==> src/rtl/mips_pkg.sv <==
// Shared MIPS instruction-format constants: field bit positions, NOP encoding
// and the primary opcodes decoded by control.
package mips_pkg;

    localparam int OPC_HI   = 31;
    localparam int OPC_LO   = 26;
    localparam int RS_HI    = 25;
    localparam int RS_LO    = 21;
    localparam int RT_HI    = 20;
    localparam int RT_LO    = 16;
    localparam int RD_HI    = 15;
    localparam int RD_LO    = 11;
    localparam int SHAMT_HI = 10;
    localparam int SHAMT_LO = 6;
    localparam int FUNCT_HI = 5;
    localparam int FUNCT_LO = 0;
    localparam int IMM_HI   = 15;
    localparam int IMM_LO   = 0;
    localparam int JADDR_HI = 25;
    localparam int JADDR_LO = 0;

    // sll $0,$0,0
    localparam logic [31:0] NOP_INSTR = 32'h00000000;

    localparam logic [5:0] R_TYPE = 6'h00;
    localparam logic [5:0] LW     = 6'h23;
    localparam logic [5:0] SW     = 6'h2B;
    localparam logic [5:0] BEQ    = 6'h04;
    localparam logic [5:0] J      = 6'h02;

endpackage

==> src/rtl/mips_field_split.sv <==
// Combinational split of a 32-bit MIPS instruction into its R/I/J fields.
// Shared by the IF/ID and ID/EX stages.
module mips_field_split
    import mips_pkg::*;
(
    input  logic [31:0] instr,
    output logic [5:0]  opcode,
    output logic [4:0]  rs,
    output logic [4:0]  rt,
    output logic [4:0]  rd,
    output logic [4:0]  shamt,
    output logic [5:0]  funct,
    output logic [15:0] imm16,
    output logic [25:0] jaddr
);

    assign opcode = instr[OPC_HI:OPC_LO];
    assign rs     = instr[RS_HI:RS_LO];
    assign rt     = instr[RT_HI:RT_LO];
    assign rd     = instr[RD_HI:RD_LO];
    assign shamt  = instr[SHAMT_HI:SHAMT_LO];
    assign funct  = instr[FUNCT_HI:FUNCT_LO];
    assign imm16  = instr[IMM_HI:IMM_LO];
    assign jaddr  = instr[JADDR_HI:JADDR_LO];

endmodule

==> src/rtl/if_id_pipeline_reg.sv <==
// IF/ID pipeline register with stall/flush control and field decode.
// Define IFID_PERF_CNT_EN to add saturating stall-cycle and flush counters.
module if_id_pipeline_reg
    import mips_pkg::*;
#(
    parameter int          DATA_W      = 32,
    parameter logic [31:0] RESET_INSTR = NOP_INSTR
) (
    input  logic              clk,
    input  logic              rst,
    input  logic [DATA_W-1:0] if_instr,
    input  logic [DATA_W-1:0] if_pc_plus4,
    input  logic              if_valid,
    input  logic              stall,
    input  logic              flush,
    output logic [DATA_W-1:0] id_instr,
    output logic [DATA_W-1:0] id_pc_plus4,
    output logic              id_valid,
    output logic [5:0]        opcode,
    output logic [4:0]        rs,
    output logic [4:0]        rt,
    output logic [4:0]        rd,
    output logic [4:0]        shamt,
    output logic [5:0]        funct,
    output logic [15:0]       imm16,
`ifdef IFID_PERF_CNT_EN
    output logic [25:0]       jaddr,
    output logic [31:0]       stall_cycles,
    output logic [31:0]       flush_count
`else
    output logic [25:0]       jaddr
`endif
);

    logic [DATA_W-1:0] instr_q, instr_d;
    logic [DATA_W-1:0] pc_q, pc_d;
    logic              valid_q, valid_d;

    // Flush squashes even while stalled, so it is tested before stall.
    always_comb begin
        instr_d = instr_q;
        pc_d    = pc_q;
        valid_d = valid_q;
        if (flush) begin
            instr_d = RESET_INSTR;
            pc_d    = '0;
            valid_d = 1'b0;
        end else if (!stall) begin
            instr_d = if_instr;
            pc_d    = if_pc_plus4;
            valid_d = if_valid;
        end
    end

    always_ff @(posedge clk) begin
        if (rst) begin
            instr_q <= RESET_INSTR;
            pc_q    <= '0;
            valid_q <= 1'b0;
        end else begin
            instr_q <= instr_d;
            pc_q    <= pc_d;
            valid_q <= valid_d;
        end
    end

    assign id_instr    = instr_q;
    assign id_pc_plus4 = pc_q;
    assign id_valid    = valid_q;

    mips_field_split u_split (
        .instr  (instr_q),
        .opcode (opcode),
        .rs     (rs),
        .rt     (rt),
        .rd     (rd),
        .shamt  (shamt),
        .funct  (funct),
        .imm16  (imm16),
        .jaddr  (jaddr)
    );

`ifdef IFID_PERF_CNT_EN
    logic [31:0] stall_cycles_q, stall_cycles_d;
    logic [31:0] flush_count_q, flush_count_d;

    always_comb begin
        stall_cycles_d = stall_cycles_q;
        flush_count_d  = flush_count_q;
        if (stall && !flush && stall_cycles_q != 32'hFFFFFFFF)
            stall_cycles_d = stall_cycles_q + 32'd1;
        if (flush && flush_count_q != 32'hFFFFFFFF)
            flush_count_d = flush_count_q + 32'd1;
    end

    always_ff @(posedge clk) begin
        if (rst) begin
            stall_cycles_q <= '0;
            flush_count_q  <= '0;
        end else begin
            stall_cycles_q <= stall_cycles_d;
            flush_count_q  <= flush_count_d;
        end
    end

    assign stall_cycles = stall_cycles_q;
    assign flush_count  = flush_count_q;
`endif

endmodule

==> config.mk <==
export PLATFORM = sky130hd
export DESIGN_NAME = if_id_pipeline_reg
export DESIGN_NICKNAME = d
export VERILOG_FILES = /design/src/rtl/mips_pkg.sv /design/src/rtl/mips_field_split.sv /design/src/rtl/if_id_pipeline_reg.sv
export SDC_FILE = /design/constraint.sdc
export NUM_CORES = 1
export LEC_CHECK = 0
export ABC_AREA = 1
export CAP_MARGIN = 25
export CORE_AREA = 2 2 81 83
export DETAILED_ROUTE_END_ITERATION = 6
export DIE_AREA = 0 0 83 85
export DONT_BUFFER_PORTS = 1
export PLACE_DENSITY = 0.69
export SLEW_MARGIN = 40
export SYNTH_ARGS = -nofsm -noshare
export SYNTH_HDL_FRONTEND = slang
export SYNTH_SLANG_ARGS = --single-unit
==> constraint.sdc <==
create_clock -name clk -period 1.01 [get_ports clk]
set_input_delay 0.202 -clock clk [delete_from_list [all_inputs] [get_ports clk]]
set_output_delay 0.202 -clock clk [all_outputs]
set_load 0.03 [all_outputs]
# Yosys cells after proc, flatten, opt, wreduce, memory -nomap -nowiden
# Index checks and enable logic that the tools add are counted.
[classes]
reduce_logical = 1
[ops]
columns = ["operator", "count"]
rows = [
  ["OR reduction 2 bit", 1],
]
[word_totals]
reg_bits = 65
word_cells = 4

# Depth between registers and ports, before layout
# Gate-level depths: netlist (run 1).
[depth]
ltp_word = 1
depth_mapped = 5
mapped_depth_nobuf = 4

# Hierarchy
# Synthesis (run 1) repeated with hierarchy kept, for this count alone.
[unflattened]
hier_cells = 486
area_unflattened_um2 = 3200.6
[modules_own_cells]
columns = ["module", "instances", "cells_per_inst", "area_each_um2"]
rows = [
  ["if_id_pipeline_reg", 1, 412, 2645.0],
  ["mips_field_split", 1, 74, 555.5],
]

# Worst setup path after synthesis (run 1)
# No wires, ideal clock.
[synth_path]
kind = "reg2out"
from = "reg instr_q[0] (netlist: id_instr[0])"
to = "out id_instr[0]"
arrival_ps = 758
required_time_ps = 808
slack_ps = 50
stages_incl_launch_ff = 2
n_path_buf = 1
cell_sequence = "dfxtp_1 > buf_4"
[synth_rtl]
columns = ["element", "line_no", "source"]
rows = [
  ["start, declared", "if_id_pipeline_reg.sv:35", "logic [DATA_W-1:0] instr_q, instr_d;"],
  ["start signal, assigned", "if_id_pipeline_reg.sv:61", "instr_q <= instr_d;"],
  ["end, declared", "if_id_pipeline_reg.sv:16", "output logic [DATA_W-1:0] id_instr,"],
]
# No word-level cell between the ends.

# Final worst setup path (run 1)
[layout_path]
from = "reg instr_q[2] (netlist: id_instr[2])"
to = "out id_instr[2]"
# No word-level cell between the ends.

==> run_results.csv, run 1 <==
group,metric,value,unit
outcome,status,"finished with violations",
outcome,violations,"setup timing",
logic_synthesis,yosys_warnings,0,
sta,finalHoldViolations,0,
floorplan,num_rows,29,
hold_path,hold_start,"if_pc_plus4[23]",
logic_synthesis,syn_avg_cell_area,6.59,um^2
setup_path,cp_num_buf_inv,1,
logic_synthesis,synth_area,3200,um^2
grt,grt_pass1_vias,2761,
pwr,p_total,6.94,mW
finish,drive_gt1_frac,0.309,
routing,dr.first_iter.drc_count,92,
logic_synthesis,synth_top_area_share,0.407,
logic_synthesis,synth-seq-cells,65,
logic_synthesis,synth_top_cell_by_area,"dfxtp_1",
routing,wl_per_cell,13.3,um
floorplan,pin_count,208,
pwr,power.density,1500,nW/um^2
routing,routed_via_density,4.51,
logic_synthesis,synth-edff-count,0,
finish,fin_util,0.747,
logic_synthesis,yosysMostFrequentCell,"nor2_1",
setup_path,reg2reg_depth,6,
setup_path,critical-path-top-delay-family,"flip-flops",
logic_synthesis,seq_area_frac_synth,0.407,
sta,finalCriticalPeriod,1.09,ns
hold_path,min_to,"id_pc_plus4[23]$_SDFFE_PP0N_",
sta,fin_skew,0,ns
place,place.gp.congestion,0.781,
place,port_buffers,0,
floorplan,die_h,85,um
sta,setup_viol,109,
sta,max_freq,917,MHz
logic_synthesis,syn_inst,486,
clock_network,cts_tree,"built",
place,dp.cells,543,
setup_path,arrival,0.89,ns
logic_synthesis,syn_nets,555,
grt,grt_pass1_wl,12600,um
sta,worst_slew_pin_slew,0.170,ns
routing,first_pass_iters,4,
setup_path,worst_path_max_delay_cell,"dfxtp_4",
logic_synthesis,synthDistinctLibCells,6,
clock_network,h-tree-depth,3,
floorplan,die_width,83,um
floorplan,core,6200,um^2
routing,wirelength,8200,um
routing,drtAntennaViolNets,0,
logic_synthesis,synth_area_leaders,"dfxtp_1 41%, buf_4 19%, nor2_1 15%",
finish,areaGrowthSynthToFinish,44.8,%
pwr,ir_worst_vdd,0.000917,V
logic_synthesis,synth_common_cells,"131 x nor2_1, 130 x nand2_1, 80 x buf_4, 65 x dfxtp_1, 65 x inv_1",
finish,stdcell_area,4640,um^2
place,post-dp-hpwl,4460,um
setup_path,end_kind,"primary output",
sta,rsz0062_at_grt,"true",
routing,drc,0,
pwr,p_leak,2.18,nW
setup_path,cp-start-kind,"flip-flop",
sta,fin_ws,-0.0807,ns
grt,grt.total_usage,0.225,
finish,instances_no_fill,615,
hold_path,hp-class,"in -> reg",
flow_run,max_cap_viol_count,0,
place,dp_slack,0.177,ns
setup_path,timing.rr.start,"id_instr[11]$_SDFFE_PP0N_",
sta,maxSlewViolCount,0,
setup_path,crit_type,"reg -> out",
grt,grt_max_degree,130,
setup_path,worstPathCellList,"buf_12",
setup_path,r2r_end,"id_instr[11]$_SDFFE_PP0N_",
grt,antenna_found_initial,0,
setup_path,crit_required,0.81,ns
setup_path,path_max_fanout,4,
place,placed_area,3540,um^2
routing,num_vias,2774,
hold_path,hold_path_depth,2,
grt,grt.overflow.total,0,
sta,whs,0.0123,ns
clock_network,insertion_delay,0.32,ns
clock_network,clock-sinks,65,
clock_network,path_clk_slew,0.08,ns
setup_path,r2r_slack,0.15,ns
sta,fin_crit_sh,1.08,
finish,nFillCells,414,
floorplan,die_area,7060,um^2
sta,slew_headroom,0.887,
logic_synthesis,synthFlopType,"dfxtp_1",
clock_network,ctsLongestPathBuffers,2,
clock_network,cts_buffers,9,
finish,fin_nets,602,
finish,diodes,0,
setup_path,cpPeakStageDelay,0.37,ns
logic_synthesis,async_flop_share,0,
sta,setup_tns,-5.23,ns
clock_network,cts-root-buf,"clkbuf_8",
floorplan,start_util,0.516,
==> cell usage in the layout (no fill, tap or decap) <==
cell           count
nor2_1           130
nand2_1          130
inv_1             65
dfxtp_2           57
dlygate4sd3_1     47
buf_6             43
buf_12            30
clkbuf_8          10
buf_4              9
dfxtp_4            8
bufinv_16          3
clkinv_4           2
buf_8              2
nor2_4             1
clkinvlp_4         1
==> worst max path at each step <==
| stage | start | end | slack (ns) | cells past startpoint |
|---|---|---|---|---|
| after floorplan | id_instr[0]$_SDFFE_PP0N_ | id_instr[0] | 0.05 | 1 |
| after global placement | flush | id_pc_plus4[8]$_SDFFE_PP0N_ | 0.23 | 4 |
| after detailed placement | flush | id_pc_plus4[7]$_SDFFE_PP0N_ | 0.18 | 4 |
| after CTS | id_instr[2]$_SDFFE_PP0N_ | id_instr[2] | -0.11 | 1 |
| after global routing | id_instr[2]$_SDFFE_PP0N_ | jaddr[2] | -0.11 | 1 |
| final | id_instr[2]$_SDFFE_PP0N_ | id_instr[2] | -0.08 | 1 |
==> power by group <==
group,switching [mW],leakage (nW),total (mW),internal (mW)
combinational,0.812,1.50,1.41,0.602
sequential,0.104,0.562,2.79,2.68
clock,1.02,0.123,2.73,1.72
==> per-layer routing <==
layer | routed length, um | vias up | global-route usage
met2 | 4640 | 132 | 0.444
li1 | - | 1403 | -
met3 | 560 | 18 | 0.0749
met5 | 0 | - | 0
met4 | 185 | 0 | 0.0999
met1 | 2810 | 1221 | 0.207
==> registers in the layout (all words and copies together) (netlist names) <==
name / cells
id_instr: 32
id_pc_plus4: 32
id_valid: 1
==> timing repair <==
item,CTS,global route
setup buffers,2,7
cloned,0,0
endpoints found under the setup margin,139,139
pin swaps,0,0
hold buffers,45,2
hold endpoints to repair,44,2
gates resized for setup,120,6
==> final cells by class <==
| type | instances | area (um^2) | share of cell area |
|---|---|---|---|
| Timing Repair Buffer | 131 | 1650 | 0.357 |
| Tap cell | 77 | 96.3 | 0.0208 |
| Clock buffer | 10 | 138 | 0.0297 |
| Multi-Input combinational cell | 261 | 987 | 0.213 |
| Inverter | 65 | 244 | 0.0526 |
| Clock inverter | 6 | 115 | 0.0248 |
| Sequential cell | 65 | 1400 | 0.303 |
==> cell families (layout without fill, tap and decap cells) <==
kind of cell	Yosys count	in the layout	share of synthesized area
buf+inv	160	212	0.287
flops	65	65	0.407
simple gates	261	261	0.306
(Power assumes the default switching activity.)
==> run 2: changes to the inputs <==
Settings changed: CORE_AREA 2 2 81 83 to default, CORE_UTILIZATION from default to 50, DIE_AREA 0 0 83 85 to default, PLACE_DENSITY 0.69 to 0.67.
==> run 2 against run 1 <==
The flow still finishes with violations (setup timing). Register-to-register slack worse by 0.03 ns. Critical path depth unchanged. Sequential cell count did not move. Clock skew is the same. Routed wire length grew 3.9%. First-iteration DRC count decreased by 5.4%. Non-clock buffer count up 5. Final cell count grew 0.49%. Hold slack worse by 0.0015 ns. Critical path type unchanged. Largest cell class unchanged. Highest routed layer unchanged.
==> run_results.csv, run 2 (synthesis gave the netlist of run 1 again) <==
group,metric,value,unit
outcome,status,"finished with violations",
outcome,violations,"setup timing",
place,placed_area,3500,um^2
sta,rsz0062_at_grt,"true",
sta,max_freq,916,MHz
sta,slew_headroom,0.833,
finish,areaGrowthSynthToFinish,46.4,%
clock_network,cts_tree,"built",
finish,fin_nets,607,
floorplan,num_rows,28,
floorplan,die_h,82.0,um
setup_path,crit_required,0.81,ns
flow_run,max_cap_viol_count,0,
clock_network,ctsLongestPathBuffers,2,
grt,grt.total_usage,0.245,
pwr,switching_share,0.323,
clock_network,path_clk_slew,0.07,ns
floorplan,core,6060,um^2
setup_path,crit_type,"reg -> out",
routing,wl_per_cell,13.8,um
setup_path,cp_num_buf_inv,1,
routing,num_vias,2818,
finish,stdcell_area,4690,um^2
floorplan,pin_count,208,
routing,wirelength,8520,um
grt,grt.overflow.total,0,
grt,antenna_found_initial,0,
setup_path,cp-start-kind,"flip-flop",
clock_network,h-tree-depth,3,
sta,finalCriticalPeriod,1.09,ns
sta,whs,0.0108,ns
setup_path,worstPathCellList,"buf_12",
pwr,p_seq_frac,0.447,
setup_path,worst_path_max_delay_cell,"dfxtp_2",
pwr,ir_worst_vdd,0.00102,V
sta,worst_slew_pin_slew,0.249,ns
pwr,p_int,4.22,mW
routing,dr.first_iter.drc_count,87,
finish,diodes,0,
setup_path,critical-path-top-delay-family,"flip-flops",
pwr,p_leak,2.19,nW
pwr,p_comb_frac,0.234,
grt,grt_max_degree,131,
grt,grt_pass1_vias,2704,
place,port_buffers,0,
place,place.gp.congestion,0.724,
hold_path,hp-class,"in -> reg",
grt,grt_pass1_wl,12300,um
pwr,p_switching,2.01,mW
routing,first_pass_iters,4,
place,post-dp-hpwl,4370,um
sta,setup_viol,117,
setup_path,path_max_fanout,4,
sta,fin_ws,-0.0820,ns
routing,routed_via_density,4.56,
finish,drive_gt1_frac,0.313,
sta,fin_skew,0,ns
setup_path,arrival,0.89,ns
pwr,power.density,1330,nW/um^2
clock_network,cts-root-buf,"clkbuf_8",
clock_network,insertion_delay,0.33,ns
floorplan,die_area,6720,um^2
setup_path,cpPeakStageDelay,0.36,ns
routing,drtAntennaViolNets,0,
sta,maxSlewViolCount,0,
setup_path,end_kind,"primary output",
setup_path,r2r_slack,0.12,ns
clock_network,cts_buffers,9,
sta,finalHoldViolations,0,
clock_network,clock-sinks,65,
pwr,p_clk_frac,0.319,
finish,final_cell_mix,"130 x nor2_1, 130 x nand2_1, 65 x inv_1, 51 x dfxtp_2, 48 x dlygate4sd3_1",
routing,drc,0,
floorplan,start_util,0.528,
pwr,p_total,6.22,mW
sta,fin_crit_sh,1.08,
floorplan,die_width,82.0,um
run 2: cell count changes in the layout (fill, tap and decap cells not counted):
cell,delta
dfxtp_2,-6
buf_12,+6
inv_6,+2
clkinv_2,+1
buf_4,-1
buf_6,-1
dlygate4sd3_1,+1
dfxtp_4,+6
clkbuf_8,-1
bufinv_16,-3
clkinvlp_4,+1
run 2: cell type report:
type	count	area, um^2
Clock buffer	9	124
Clock inverter	7	55.1
Fill cell	380	1380
Inverter	65	244
Multi-Input combinational cell	261	987
Sequential cell	65	1420
Tap cell	75	93.8
Timing Repair Buffer	136	1760
run 2: stage by stage:
stage	utilization	TNS, ns	worst slack, ns	instances
6_report	0.773	-5.42	-0.0820	618
2_1_floorplan	-	0	0.0504	486
3_3_place_gp	0.578	0	0.225	546
3_5_place_dp	0.578	0	0.163	546
5_1_grt	0.773	-10.63	-0.124	618
4_1_cts	0.757	-7.63	-0.101	612
run 2: routing by layer:
| layer | GRT usage | routed length, um |
|---|---|---|
| met5 | 0 | 0 |
| met4 | 0.109 | 180 |
| met3 | 0.102 | 748 |
| met2 | 0.463 | 4700 |
| met1 | 0.227 | 2890 |
run 2: repair_timing:
item,in CTS,in global routing
gates resized for setup,155,12
setup endpoints to repair,139,139
hold buffers,46,2
hold endpoints to repair,46,1
setup buffers,4,4
run 2: final timing paths:
kind	end	depth (start not counted)	start
worst min register to register	id_valid$_SDFFE_PP0N_	4	id_valid$_SDFFE_PP0N_
worst max-delay path	id_instr[2]	1	id_instr[2]$_SDFFE_PP0N_
worst max register to register	id_instr[5]$_SDFFE_PP0N_	6	id_instr[5]$_SDFFE_PP0N_
worst min-delay path	id_instr[23]$_SDFFE_PP0N_	2	if_instr[23]
run 2: power by group through the flow:
stage                     Combinational (mW)  Clock, mW  Sequential (mW)
after floorplan                        0.790          0             3.03
after global placement                  1.13          0             2.81
after detailed placement                1.14          0             2.81
after CTS                               1.39       2.04             2.79
after global routing                    1.56       2.14             2.80
final                                   1.46       1.98             2.78
